--- config.mk ---
export PLATFORM = sky130hd
export DESIGN_NAME = miriscv_mdu_issue
export DESIGN_NICKNAME = d
export VERILOG_FILES = /design/src/rtl/miriscv_mdu_pkg.sv /design/src/rtl/miriscv_pkg.sv /design/src/rtl/miriscv_mdu_issue.sv
export SDC_FILE = /design/constraint.sdc
export NUM_CORES = 1
export LEC_CHECK = 0
export BUFFER_PORTS_ARGS = -buffer_cell sky130_fd_sc_hd__buf_2
export CORE_MARGIN = 2
export CORE_UTILIZATION = 44
export CTS_BUF_LIST = sky130_fd_sc_hd__clkbuf_8
export CTS_CLUSTER_SIZE = 10
export DETAILED_ROUTE_END_ITERATION = 8
export HOLD_SLACK_MARGIN = 0.1
export PLACE_DENSITY_LB_ADDON = 0.05
export SLEW_MARGIN = 20
export SYNTH_ARGS = -nofsm -noshare
export SYNTH_HDL_FRONTEND = slang
export SYNTH_SLANG_ARGS = --single-unit
export TNS_END_PERCENT = 5
--- constraint.sdc ---
create_clock -name clk_i -period 1.7 [get_ports clk_i]
set_clock_uncertainty 0.15 [all_clocks]
set_input_delay 0.255 -clock clk_i [delete_from_list [all_inputs] [get_ports clk_i]]
set_output_delay 0.255 -clock clk_i [all_outputs]
set_load 0.01 [all_outputs]
--- src/rtl/miriscv_mdu_pkg.sv ---
// ----------------------------------------------------------------------------
// miriscv_mdu_pkg
// Shared definitions for the multiply/divide unit and its issue stage:
//   MDU_OP_WIDTH      : width of the MDU opcode field
//   MDU_*             : RV32M opcode encodings understood by miriscv_mdu
//   mdu_issue_state_t : state of the issue stage in front of the MDU
// ----------------------------------------------------------------------------
package miriscv_mdu_pkg;

    localparam int MDU_OP_WIDTH = 3;

    localparam logic [MDU_OP_WIDTH-1:0] MDU_MUL    = 3'd0;
    localparam logic [MDU_OP_WIDTH-1:0] MDU_MULH   = 3'd1;
    localparam logic [MDU_OP_WIDTH-1:0] MDU_MULHSU = 3'd2;
    localparam logic [MDU_OP_WIDTH-1:0] MDU_MULHU  = 3'd3;
    localparam logic [MDU_OP_WIDTH-1:0] MDU_DIV    = 3'd4;
    localparam logic [MDU_OP_WIDTH-1:0] MDU_DIVU   = 3'd5;
    localparam logic [MDU_OP_WIDTH-1:0] MDU_REM    = 3'd6;
    localparam logic [MDU_OP_WIDTH-1:0] MDU_REMU   = 3'd7;

    typedef enum logic [1:0] {
        IDLE = 2'd0,   // nothing in flight, ready to accept
        BUSY = 2'd1,   // operation handed to the MDU, waiting for it
        DONE = 2'd2    // result held for writeback
    } mdu_issue_state_t;

endpackage : miriscv_mdu_pkg

--- src/rtl/miriscv_pkg.sv ---
// ----------------------------------------------------------------------------
// miriscv_pkg
// Core-wide constants shared by every miriscv block.
//   XLEN : integer register / datapath width in bits.
// ----------------------------------------------------------------------------
package miriscv_pkg;

    localparam int XLEN = 32;

endpackage : miriscv_pkg

--- src/rtl/miriscv_mdu_issue.sv ---
// ----------------------------------------------------------------------------
// miriscv_mdu_issue
// Issue/hand-off stage that sits between the execute stage and miriscv_mdu.
// It captures one MDU instruction, keeps the MDU operands stable while the
// MDU works, holds the result until writeback takes it, and aborts the
// operation on a pipeline flush or when the MDU stalls for too long.
//
// Parameters
//   TIMEOUT_CYCLES : BUSY cycles allowed before the operation is aborted
//   RD_W           : destination register index width
// Ports
//   clk_i, arstn_i          : clock (rising edge), async active-low reset
//   ex_valid_i/op/a/b/rd    : instruction offered by the execute stage
//   ex_flush_i              : cancels the instruction in flight
//   wb_stall_i              : writeback cannot take a result this cycle
//   mdu_stall_req_i         : MDU still working
//   mdu_result_i            : MDU result, valid when mdu_stall_req_i is 0
//   mdu_req_o/op/port_a/b   : request and operands towards the MDU
//   mdu_kill_o              : abort the MDU operation (flush or timeout)
//   mdu_keep_o              : MDU must keep its result (held in DONE)
//   issue_stall_o           : execute must hold its instruction
//   wb_valid_o/rd/data/err  : result towards writeback (err = timed out)
// ----------------------------------------------------------------------------
module miriscv_mdu_issue
    import miriscv_pkg::*;
    import miriscv_mdu_pkg::*;
#(
    parameter int TIMEOUT_CYCLES = 64,
    parameter int RD_W           = 5
) (
    input  logic                    clk_i,
    input  logic                    arstn_i,
    input  logic                    ex_valid_i,
    input  logic [MDU_OP_WIDTH-1:0] ex_op_i,
    input  logic [XLEN-1:0]         ex_a_i,
    input  logic [XLEN-1:0]         ex_b_i,
    input  logic [RD_W-1:0]         ex_rd_i,
    input  logic                    ex_flush_i,
    input  logic                    wb_stall_i,
    input  logic                    mdu_stall_req_i,
    input  logic [XLEN-1:0]         mdu_result_i,
    output logic                    mdu_req_o,
    output logic [MDU_OP_WIDTH-1:0] mdu_op_o,
    output logic [XLEN-1:0]         mdu_port_a_o,
    output logic [XLEN-1:0]         mdu_port_b_o,
    output logic                    mdu_kill_o,
    output logic                    mdu_keep_o,
    output logic                    issue_stall_o,
    output logic                    wb_valid_o,
    output logic [RD_W-1:0]         wb_rd_o,
    output logic [XLEN-1:0]         wb_data_o,
    output logic                    wb_err_o
);

    localparam int               CNT_W    = $clog2(TIMEOUT_CYCLES + 1);
    localparam logic [CNT_W-1:0] CNT_MAX  = CNT_W'(TIMEOUT_CYCLES);
    // The counter holds the number of BUSY cycles already spent, so the
    // last allowed BUSY cycle is the one that sees TIMEOUT_CYCLES-1.
    localparam logic [CNT_W-1:0] CNT_LAST = CNT_W'(TIMEOUT_CYCLES - 1);

    mdu_issue_state_t        state_r;
    mdu_issue_state_t        state_next_s;
    logic [CNT_W-1:0]        cnt_r;
    logic [MDU_OP_WIDTH-1:0] op_r;
    logic [XLEN-1:0]         a_r;
    logic [XLEN-1:0]         b_r;
    logic [RD_W-1:0]         rd_r;
    logic [XLEN-1:0]         data_r;
    logic                    err_r;

    logic                    accept_s;
    logic                    complete_s;
    logic                    timeout_s;

    // A new instruction is taken when the stage is empty or its held result
    // retires this very cycle; a flush always wins over a new issue.
    assign accept_s   = ex_valid_i && !ex_flush_i &&
                        ((state_r == IDLE) || ((state_r == DONE) && !wb_stall_i));
    assign complete_s = (state_r == BUSY) && !ex_flush_i && !mdu_stall_req_i;
    assign timeout_s  = (state_r == BUSY) && !ex_flush_i && mdu_stall_req_i &&
                        (cnt_r == CNT_LAST);

    // State register.
    always_ff @(posedge clk_i or negedge arstn_i) begin
        if (!arstn_i) begin
            state_r <= IDLE;
        end else begin
            state_r <= state_next_s;
        end
    end

    // Next-state logic: flush > completion/timeout > new issue.
    always_comb begin
        state_next_s = state_r;
        case (state_r)
            IDLE: begin
                if (accept_s) begin
                    state_next_s = BUSY;
                end else begin
                    state_next_s = IDLE;
                end
            end
            BUSY: begin
                if (ex_flush_i) begin
                    state_next_s = IDLE;
                end else if (complete_s || timeout_s) begin
                    state_next_s = DONE;
                end else begin
                    state_next_s = BUSY;
                end
            end
            DONE: begin
                if (ex_flush_i) begin
                    state_next_s = IDLE;
                end else if (wb_stall_i) begin
                    state_next_s = DONE;
                end else if (accept_s) begin
                    state_next_s = BUSY;
                end else begin
                    state_next_s = IDLE;
                end
            end
            default: state_next_s = IDLE;
        endcase
    end

    // State-decoded control outputs.
    always_comb begin
        mdu_req_o     = 1'b0;
        mdu_kill_o    = 1'b0;
        mdu_keep_o    = 1'b0;
        wb_valid_o    = 1'b0;
        issue_stall_o = ex_valid_i;
        case (state_r)
            IDLE: begin
                issue_stall_o = 1'b0;
            end
            BUSY: begin
                mdu_req_o  = 1'b1;
                mdu_kill_o = ex_flush_i || timeout_s;
            end
            DONE: begin
                mdu_keep_o    = 1'b1;
                wb_valid_o    = 1'b1;
                issue_stall_o = ex_valid_i && wb_stall_i;
            end
            default: begin
                issue_stall_o = ex_valid_i;
            end
        endcase
    end

    // BUSY cycle counter, restarted on every issue and saturating.
    always_ff @(posedge clk_i or negedge arstn_i) begin
        if (!arstn_i) begin
            cnt_r <= '0;
        end else if (accept_s) begin
            cnt_r <= '0;
        end else if ((state_r == BUSY) && (cnt_r != CNT_MAX)) begin
            cnt_r <= cnt_r + CNT_W'(1);
        end else begin
            cnt_r <= cnt_r;
        end
    end

    // Captured instruction, result and error flag.
    always_ff @(posedge clk_i or negedge arstn_i) begin
        if (!arstn_i) begin
            op_r   <= '0;
            a_r    <= '0;
            b_r    <= '0;
            rd_r   <= '0;
            data_r <= '0;
            err_r  <= 1'b0;
        end else begin
            if (accept_s) begin
                op_r  <= ex_op_i;
                a_r   <= ex_a_i;
                b_r   <= ex_b_i;
                rd_r  <= ex_rd_i;
                err_r <= 1'b0;
            end
            if (complete_s) begin
                data_r <= mdu_result_i;
            end else if (timeout_s) begin
                data_r <= '0;
                err_r  <= 1'b1;
            end
        end
    end

    assign mdu_op_o     = op_r;
    assign mdu_port_a_o = a_r;
    assign mdu_port_b_o = b_r;
    assign wb_rd_o      = rd_r;
    assign wb_data_o    = data_r;
    assign wb_err_o     = err_r;

endmodule : miriscv_mdu_issue

### After elaboration in Yosys (flattened, before gate mapping)

Cells that the tools add are included.
Widths: inputs -> output; s select.

* add/subtract/negate cells: 1
* multiply operators: 0
* div/mod/pow operators: 0
* $lt $le $gt $ge: 0
* equal/unequal tests: 4
* shift-type cells: 0
* muxes and demuxes: 17
* bitwise gates (word level): 0
* reductions and logical operators: 18

Operator list (number)
* $mux 32: 2
* $mux 7: 2
* $logic_and 1x1->1: 9
* $mux 2: 4
* $add 7x1->7 const B: 1
* $eq 7x6->1 const B: 1
* $mux 1: 7
* $ne 7x7->1 const B: 1
* $pmux 2 s3: 1
* $reduce_bool 2->1: 2
* $logic_not 1->1: 3
* $logic_or 1x1->1: 3
* $eq 2x1->1 const B: 1
* $eq 2x2->1 const B: 1
* $logic_not 2->1: 1
* $pmux 1 s2: 1

* register bits: 114
* latch bits: 0
* bits in writable memories: 0
* memory bits (read-only): 0
* output and inout bits: 110
* memories kept: 0

### Depth between registers and ports, before layout

Gate-level depths: netlist of the first run.

* depth after elaboration: 8
* gate-level depth with buffers: 5
* gate-level depth less buffers: 4

### Least setup slack after synthesis of the first run

Ideal clock, no wire load.

* path kind: register -> register
* from: register state_r[1]
* to: register op_r[0], in the netlist mdu_op_o[0]
* library setup time: 0.125 ns
* data arrival time: 1.470 ns
* required time: 1.425 ns
* slack: -0.045 ns
* stages on the path, launching flop included: 6
* path buffers: 2
* cell sequence: dfrtp_1 -> a21o_1 -> or2_1 -> buf_6 -> buf_6 -> mux2_4

* cells in the longest elaborated chain, start to end: 4
* elaborated cells between the ends (all ways): 5
* those cells by class: 1 x eq/ne; 4 x reduce/logical

RTL lines
* start: declaration: RTL line miriscv_mdu_issue.sv:61 `mdu_issue_state_t state_r;`
* start signal: assignment: RTL line miriscv_mdu_issue.sv:88 `state_r <= state_next_s;`
* $eq 2x2->1: RTL line miriscv_mdu_issue.sv:78 `((state_r == IDLE) || ((state_r == DONE) && !wb_stall_i));`
* $logic_and 1x1->1: RTL line miriscv_mdu_issue.sv:78
* $logic_or 1x1->1 (*): RTL line miriscv_mdu_issue.sv:78
* $logic_and 1x1->1 (*): RTL line miriscv_mdu_issue.sv:77 `assign accept_s = ex_valid_i && !ex_flush_i &&`
* end signal: assignment: RTL line miriscv_mdu_issue.sv:177 `op_r <= ex_op_i;`
* end: declaration: RTL line miriscv_mdu_issue.sv:64 `logic [MDU_OP_WIDTH-1:0] op_r;`

Mark *: on every way between the ends. The rest lies on a longest branch, timed or not.
A chain may end at the register's enable or synchronous reset.

### Worst setup path in the final report of the first run

* from: register cnt_r[1]
* to: output mdu_kill_o

* cells in the longest elaborated chain, start to end: 4

RTL lines
* start: declaration: RTL line miriscv_mdu_issue.sv:63 `logic [CNT_W-1:0] cnt_r;`
* start signal: assignment: RTL line miriscv_mdu_issue.sv:160 `cnt_r <= cnt_r + CNT_W'(1);`
* start signal: assignment: RTL line miriscv_mdu_issue.sv:162 `cnt_r <= cnt_r;`
* $eq 7x6->1: RTL line miriscv_mdu_issue.sv:81 `(cnt_r == CNT_LAST);`
* $logic_and 1x1->1: RTL line miriscv_mdu_issue.sv:80 `assign timeout_s = (state_r == BUSY) && !ex_flush_i && mdu_stall_req_i &&`
* $logic_or 1x1->1: RTL line miriscv_mdu_issue.sv:140 `mdu_kill_o = ex_flush_i || timeout_s;`
* $mux 1: RTL line miriscv_mdu_issue.sv:134 `case (state_r)`
* end: declaration: RTL line miriscv_mdu_issue.sv:46 `output logic mdu_kill_o,`

No other way between the ends.

==> results of run 1 <==
[layout by cell type (no fill, tap or decap), types with 4 or more instances in the layout]
master and n:
buf_2 216, dfrtp_1 113, dlygate4sd3_1 108, mux2_4 47, a21o_1 33, a22o_1 33
mux2_2 25, buf_4 22, clkbuf_8 19, buf_12 7, inv_1 5, o21ai_0 5
clkinvlp_4 5, o31ai_1 4, mux2i_1 4, inv_6 4, buf_6 4
[path summary, 6_finish.rpt]
check,start,end,depth (start not counted)
min reg2reg,wb_data_o[25],wb_data_o[25],1
min in group asynchronous,arstn_i,wb_data_o[24],3
max,cnt_r[1],mdu_kill_o,5
max in group asynchronous,arstn_i,mdu_port_b_o[23],3
max reg2reg,state_r[1],wb_data_o[18],5
min,mdu_stall_req_i,state_r[0],3
[cell type report]
class	count	area, sq um
sequential	114	2850
clock inverter	13	150
tap	140	175
timing repair buffer	357	2510
multi-input combinational	179	1860
clock buffer	19	262
inverter	6	25.0
fill	779	2900
[power by group through the flow]
stage          Clock [W]  Combinational [W]  Sequential (W)
6_report         0.00259            0.00221         0.00347
5_1_grt          0.00279            0.00239         0.00353
4_1_cts          0.00266            0.00219         0.00345
3_5_place_dp           0            0.00193         0.00350
3_3_place_gp           0            0.00190         0.00348
2_1_floorplan          0           0.000845         0.00371
[worst max-delay path, stage by stage, from the launching register on]
cell and delay [ns]:
dfrtp_1 0.37, ha_2 0.22, nand3_4 0.09, nor3_2 0.15, o21a_1 0.13, buf_2 0.12
[cell usage after synthesis, types with 3 or more instances]
master / count
dfrtp_1: 114
mux2_4: 47
a21o_1: 33
a22o_1: 33
mux2_2: 25
buf_2: 6
buf_6: 6
clkbuf_1: 6
inv_1: 6
o21ai_0: 5
mux2i_1: 4
o31ai_1: 4
nand3b_1: 3
[sequential cells by signal (all words and copies together) (netlist names)]
name / flops
cnt_r: 7
mdu_op_o: 3
mdu_port_a_o: 32
mdu_port_b_o: 32
state_r: 2
wb_data_o: 32
wb_err_o: 1
wb_rd_o: 5
[through the flow]
| step | power, W | hold slack, ns | cells | TNS (ns) |
|---|---|---|---|---|
| after floorplan | 0.00455 | -0.191 | 318 | -0.230 |
| after global placement | 0.00538 | -0.0305 | 681 | 0 |
| after detailed placement | 0.00544 | -0.0306 | 681 | 0 |
| after CTS | 0.00830 | 0.0146 | 826 | -0.490 |
| after global routing | 0.00872 | 0.0360 | 828 | -6.18 |
| final | 0.00828 | 0.0511 | 828 | -4.09 |
[routing by layer]
metal | GRT usage [%] | routed length [microns]
met4 | 8.06 | 207
met2 | 41.8 | 7220
met3 | 6.87 | 982
met1 | 27.7 | 5470
met5 | 0 | 0
[cells by family after synthesis]
| group | count (synthesis) |
|---|---|
| AOI/OAI and AO/OA | 81 |
| muxes | 76 |
| adders and majority gates | 2 |
| DFF | 114 |
| and+or+nand+nor | 20 |
| buffers and inverters | 25 |
[what timing repair did]
item | in CTS | in global routing
setup buffers | 5 | 2
endpoints found under the hold margin | 220 | 1
pin swaps | 1 | 3
resized for setup | 9 | 6
setup endpoints to repair | 11 | 50
cloned | 0 | 0
==> impl_metrics.tcl, run 1 <==
set metrics [dict create \
    syn_avg_cell_area_sq_um 15.2 \
    p_sw_share_pct 29.1 \
    synth_flop_cell "dfrtp_1" \
    synth_edf_count 0 \
    intPower_w 0.00587 \
    synthAdderAreaFrac_pct 0.519 \
    worst_pin_slew_ns 0.476 \
    max_freq_mhz 528 \
    io_pins 220 \
    drt_iter0_markers 175 \
    clk_pin_slew_worst_paths_ns 0.07 \
    powerDensity_nw_per_um2 1060 \
    antenna_found_initial 0 \
    dr.pass1.iters 6 \
    grt.total_usage_pct 23.7 \
    grt_pass1_wl_microns 21500 \
    peakVddDrop_mv 0.532 \
    critPathCaptureType "primary output" \
    hold_viol_final 0 \
    post-route-period-util_pct 111 \
    drive_above_1_share_pct 52.9 \
    yosysUniqueCellTypes 34 \
    required_ns 1.29 \
    pwr-share-seq_pct 42.0 \
    placed_cell_area_sq_um 6240 \
    yosys.area_share.simple_pct 2.67 \
    timing.slew.headroom_pct 68.2 \
    status "finished with violations" \
    synthMuxAreaShare_pct 21.3 \
    grt_setup_unrepaired "true" \
    wl_per_cell_microns 16.8 \
    min_period_ns 1.90 \
    die_h_microns 109 \
    rows 38 \
    finalWirelength_microns 13900 \
    area_growth_pct 62.6 \
    finalWorstSetupSlack_ns -0.195 \
    synth_cells 318 \
    die_width_microns 109 \
    grt_pass1_vias 4271 \
    n_antenna_cell 0 \
    critPathKind "reg2out" \
    drc 0 \
    overflow 0 \
    synth_top_area_share_pct 59.1 \
    cts_tree "built" \
    synth.largest_area_cell "dfrtp_1" \
    synth-seq-cells 114 \
    clock_path_buffers 2 \
    clkLatencyLatePin_ns 0.42 \
    synth_top_family_by_area "multiplexers" \
    final_core_util_pct 73.0 \
    reg2reg_slack_ns -0.14 \
    coreArea_sq_um 10700 \
    ys_warn_count 0 \
    cp-start-kind "register" \
    fin_nets 787 \
    final_cell_area_sq_um 7840 \
    synth_async_sr_flop_share_pct 100 \
    vias 4041 \
    violations "setup timing" \
    gp_congestion 0.791 \
    worst_ep_arrival_time_ns 1.49 \
    synth_area_leaders "dfrtp_1 59%, mux2_4 15%, a22o_1 6.0%" \
    ant_nets 0 \
    dieArea_sq_um 11800 \
    hpwl_microns 8530 \
    p_sw_w 0.00241 \
    h-tree-depth 4 \
    initial_core_util_pct 44.9 \
    drv_slew 0 \
    port_buffers 219 \
    cts_sinks 114 \
    synth-compound-area-share_pct 13.3 \
    grt_max_degree 43 \
    cap_violations 0 \
    yosys.area_share.xor_xnor_pct 0 \
    p_clk_share_pct 31.3 \
    cellLeakagePower_nw 3.83 \
    place_ws_ns 0.00561 \
    hp-class "in2reg" \
    hold_buffers 108 \
    cts_buffers 17 \
    setup_violations 34 \
    critPathMaxFanout 2 \
    p_comb_share_pct 26.7 \
    syn-num-nets 430 \
    clock-root-buffer "clkbuf_8" \
    viasPerCell 4.88 \
    seq_area_frac_synth_pct 59.1 \
    netlist_area_sq_um 4820 \
]
No activity file was read; power rests on OpenSTA's default activity.
==> inputs of run 2 (changes only) <==
--- a/config.mk
+++ b/config.mk
@@ -13,6 +13,7 @@
 export DETAILED_ROUTE_END_ITERATION = 8
 export HOLD_SLACK_MARGIN = 0.1
 export PLACE_DENSITY_LB_ADDON = 0.05
+export RECOVER_POWER = 100
 export SLEW_MARGIN = 20
 export SYNTH_ARGS = -nofsm -noshare
 export SYNTH_HDL_FRONTEND = slang
==> run 2 against run 1 <==
  * The run still ends with setup timing left
  * Worst hold slack improved by 0.00051 ns
  * Worst setup slack gained 0.0068 ns
  * Clock-buffer cell count unchanged
  * Wire length rose by 0.43%
  * Via count increased by 0.25%
  * Clock power about the same
  * Non-clock buffer count stayed put
  * Flip-flop and latch count is the same
  * Final area shrank 2.5%
  * Critical path depth is the same
  * Die area unchanged
  * Maximum frequency rose by 0.36%
==> impl_metrics.tcl, run 2 (synthesis results as in run 1) <==
set metrics [dict create \
    status "finished with violations" \
    violations "setup timing" \
    gp_congestion 0.791 \
    grt_pass1_wl_microns 21500 \
    n_fill_cell 838 \
    cellLeakagePower_nw 3.54 \
    cts_sinks 114 \
    max_freq_mhz 530 \
    wirelength_met1_microns 5550 \
    tns_ns -4.14 \
    hp-start "mdu_stall_req_i" \
    r2r_cells 5 \
    setup_violations 34 \
    whs_path_depth 3 \
    hp-class "in2reg" \
    clock-root-buffer "clkbuf_8" \
    powerDensity_nw_per_um2 1070 \
    place_ws_ns 0.00561 \
    coreArea_sq_um 10700 \
    finalWorstSetupSlack_ns -0.188 \
    cap_violations 0 \
    worst_pin_slew_ns 0.945 \
    timing.slew.headroom_pct 37.0 \
    overflow 0 \
    drive_above_1_share_pct 37.1 \
    fin_nets 787 \
    rows 38 \
    required_ns 1.29 \
    drt_iter0_markers 163 \
    r2r_end "wb_data_o[18]" \
    drc 0 \
    ant_nets 0 \
    hpwl_microns 8530 \
    critPathKind "reg2out" \
    hold_ws_ns 0.0516 \
    critPathMaxFanout 2 \
    hold_viol_final 0 \
    peakVddDrop_mv 0.519 \
    antenna_found_initial 0 \
    grt_setup_unrepaired "true" \
    clock_path_buffers 2 \
    r2r_start "state_r[1]" \
    grt_max_degree 43 \
    final_core_util_pct 71.1 \
    grt_pass1_vias 4271 \
    area_growth_pct 58.5 \
    initial_core_util_pct 44.9 \
    final_cell_mix "113 x dfrtp_1, 112 x buf_2, 109 x clkbuf_1" \
    dieArea_sq_um 11800 \
    vias 4051 \
    drv_slew 0 \
    wl_met3_microns 928 \
    wl_per_cell_microns 16.8 \
    die_h_microns 109 \
    clkLatencyLatePin_ns 0.42 \
    cts_tree "built" \
    layout_commonest_cell "dfrtp_1" \
    wl_met2_microns 7230 \
    h-tree-depth 4 \
    post-route-period-util_pct 111 \
    hold_buffers 108 \
    clk_pin_slew_worst_paths_ns 0.07 \
    die_width_microns 109 \
    port_buffers 219 \
    grt.total_usage_pct 23.7 \
    reg2reg_slack_ns -0.14 \
    viasPerCell 4.89 \
    top_layer_used "met4" \
    cp-start-kind "register" \
    hold_end "state_r[0]" \
    critPathCaptureType "primary output" \
    dr.pass1.iters 6 \
    n_antenna_cell 0 \
    worst_ep_arrival_time_ns 1.48 \
    finalWirelength_microns 13900 \
    min_period_ns 1.89 \
    io_pins 220 \
    cts_buffers 17 \
]
run 2: cell count changes in the layout (fill, tap and decap cells not counted), sizes merged:
cell,before,now
buf,249,136
clkbuf,19,132
run 2: report_power, final:
| part | switching [W] | total (W) | internal (W) | leakage [nW] |
|---|---|---|---|---|
| Combinational | 0.000924 | 0.00206 | 0.00114 | 2.06 |
| Clock | 0.00120 | 0.00260 | 0.00140 | 0.192 |
| Sequential | 0.000305 | 0.00349 | 0.00318 | 1.28 |
run 2: worst max-delay path, stage by stage, from the launching register on:
cell and delay, ns:
dfrtp_1 0.36, ha_2 0.21, nand3_4 0.09, nor3_2 0.14, o21a_1 0.13, buf_2 0.12
run 2: area by class of cell:
type / instances / area (sq um) / share of cell area [%]
Inverter: 6 / 25.0 / 0.327
Timing Repair Buffer: 357 / 2310 / 30.3
Clock inverter: 13 / 150 / 1.96
Sequential cell: 114 / 2850 / 37.3
Multi-Input combinational cell: 179 / 1860 / 24.4
Clock buffer: 19 / 262 / 3.42
Tap cell: 140 / 175 / 2.29
run 2: through the flow:
| stage | area, sq um | power, W | std cells |
|---|---|---|---|
| floorplan | 4820 | 0.00455 | 318 |
| global placement | 6240 | 0.00538 | 681 |
| detailed placement | 6240 | 0.00544 | 681 |
| CTS | 7800 | 0.00830 | 826 |
| global route | 7640 | 0.00858 | 828 |
| finish | 7640 | 0.00815 | 828 |
run 2: timing repair:
item	CTS	global route
gates cloned	0	0
setup endpoints to repair	11	50
endpoints found under the hold margin	220	1
pin swaps	1	3
buffers inserted	5	2
resized for setup	9	6
run 2: layer usage:
layer / global-route usage, % / vias to the layer above
met5: 0 / -
met4: 8.06 / 0
met3: 6.87 / 20
met2: 41.8 / 147
met1: 27.7 / 2009
li1: - / 1875
run 2: worst max path at each step:
stage / slack (ns) / end / start
global placement: 0.05 / mdu_kill_o / cnt_r[1]
floorplan: -0.006 / mdu_op_o[0] / state_r[1]
finish: -0.19 / mdu_kill_o / cnt_r[1]
detailed placement: 0.006 / wb_data_o[30] / state_r[1]
CTS: -0.20 / mdu_kill_o / cnt_r[0]
global route: -0.28 / mdu_kill_o / cnt_r[0]
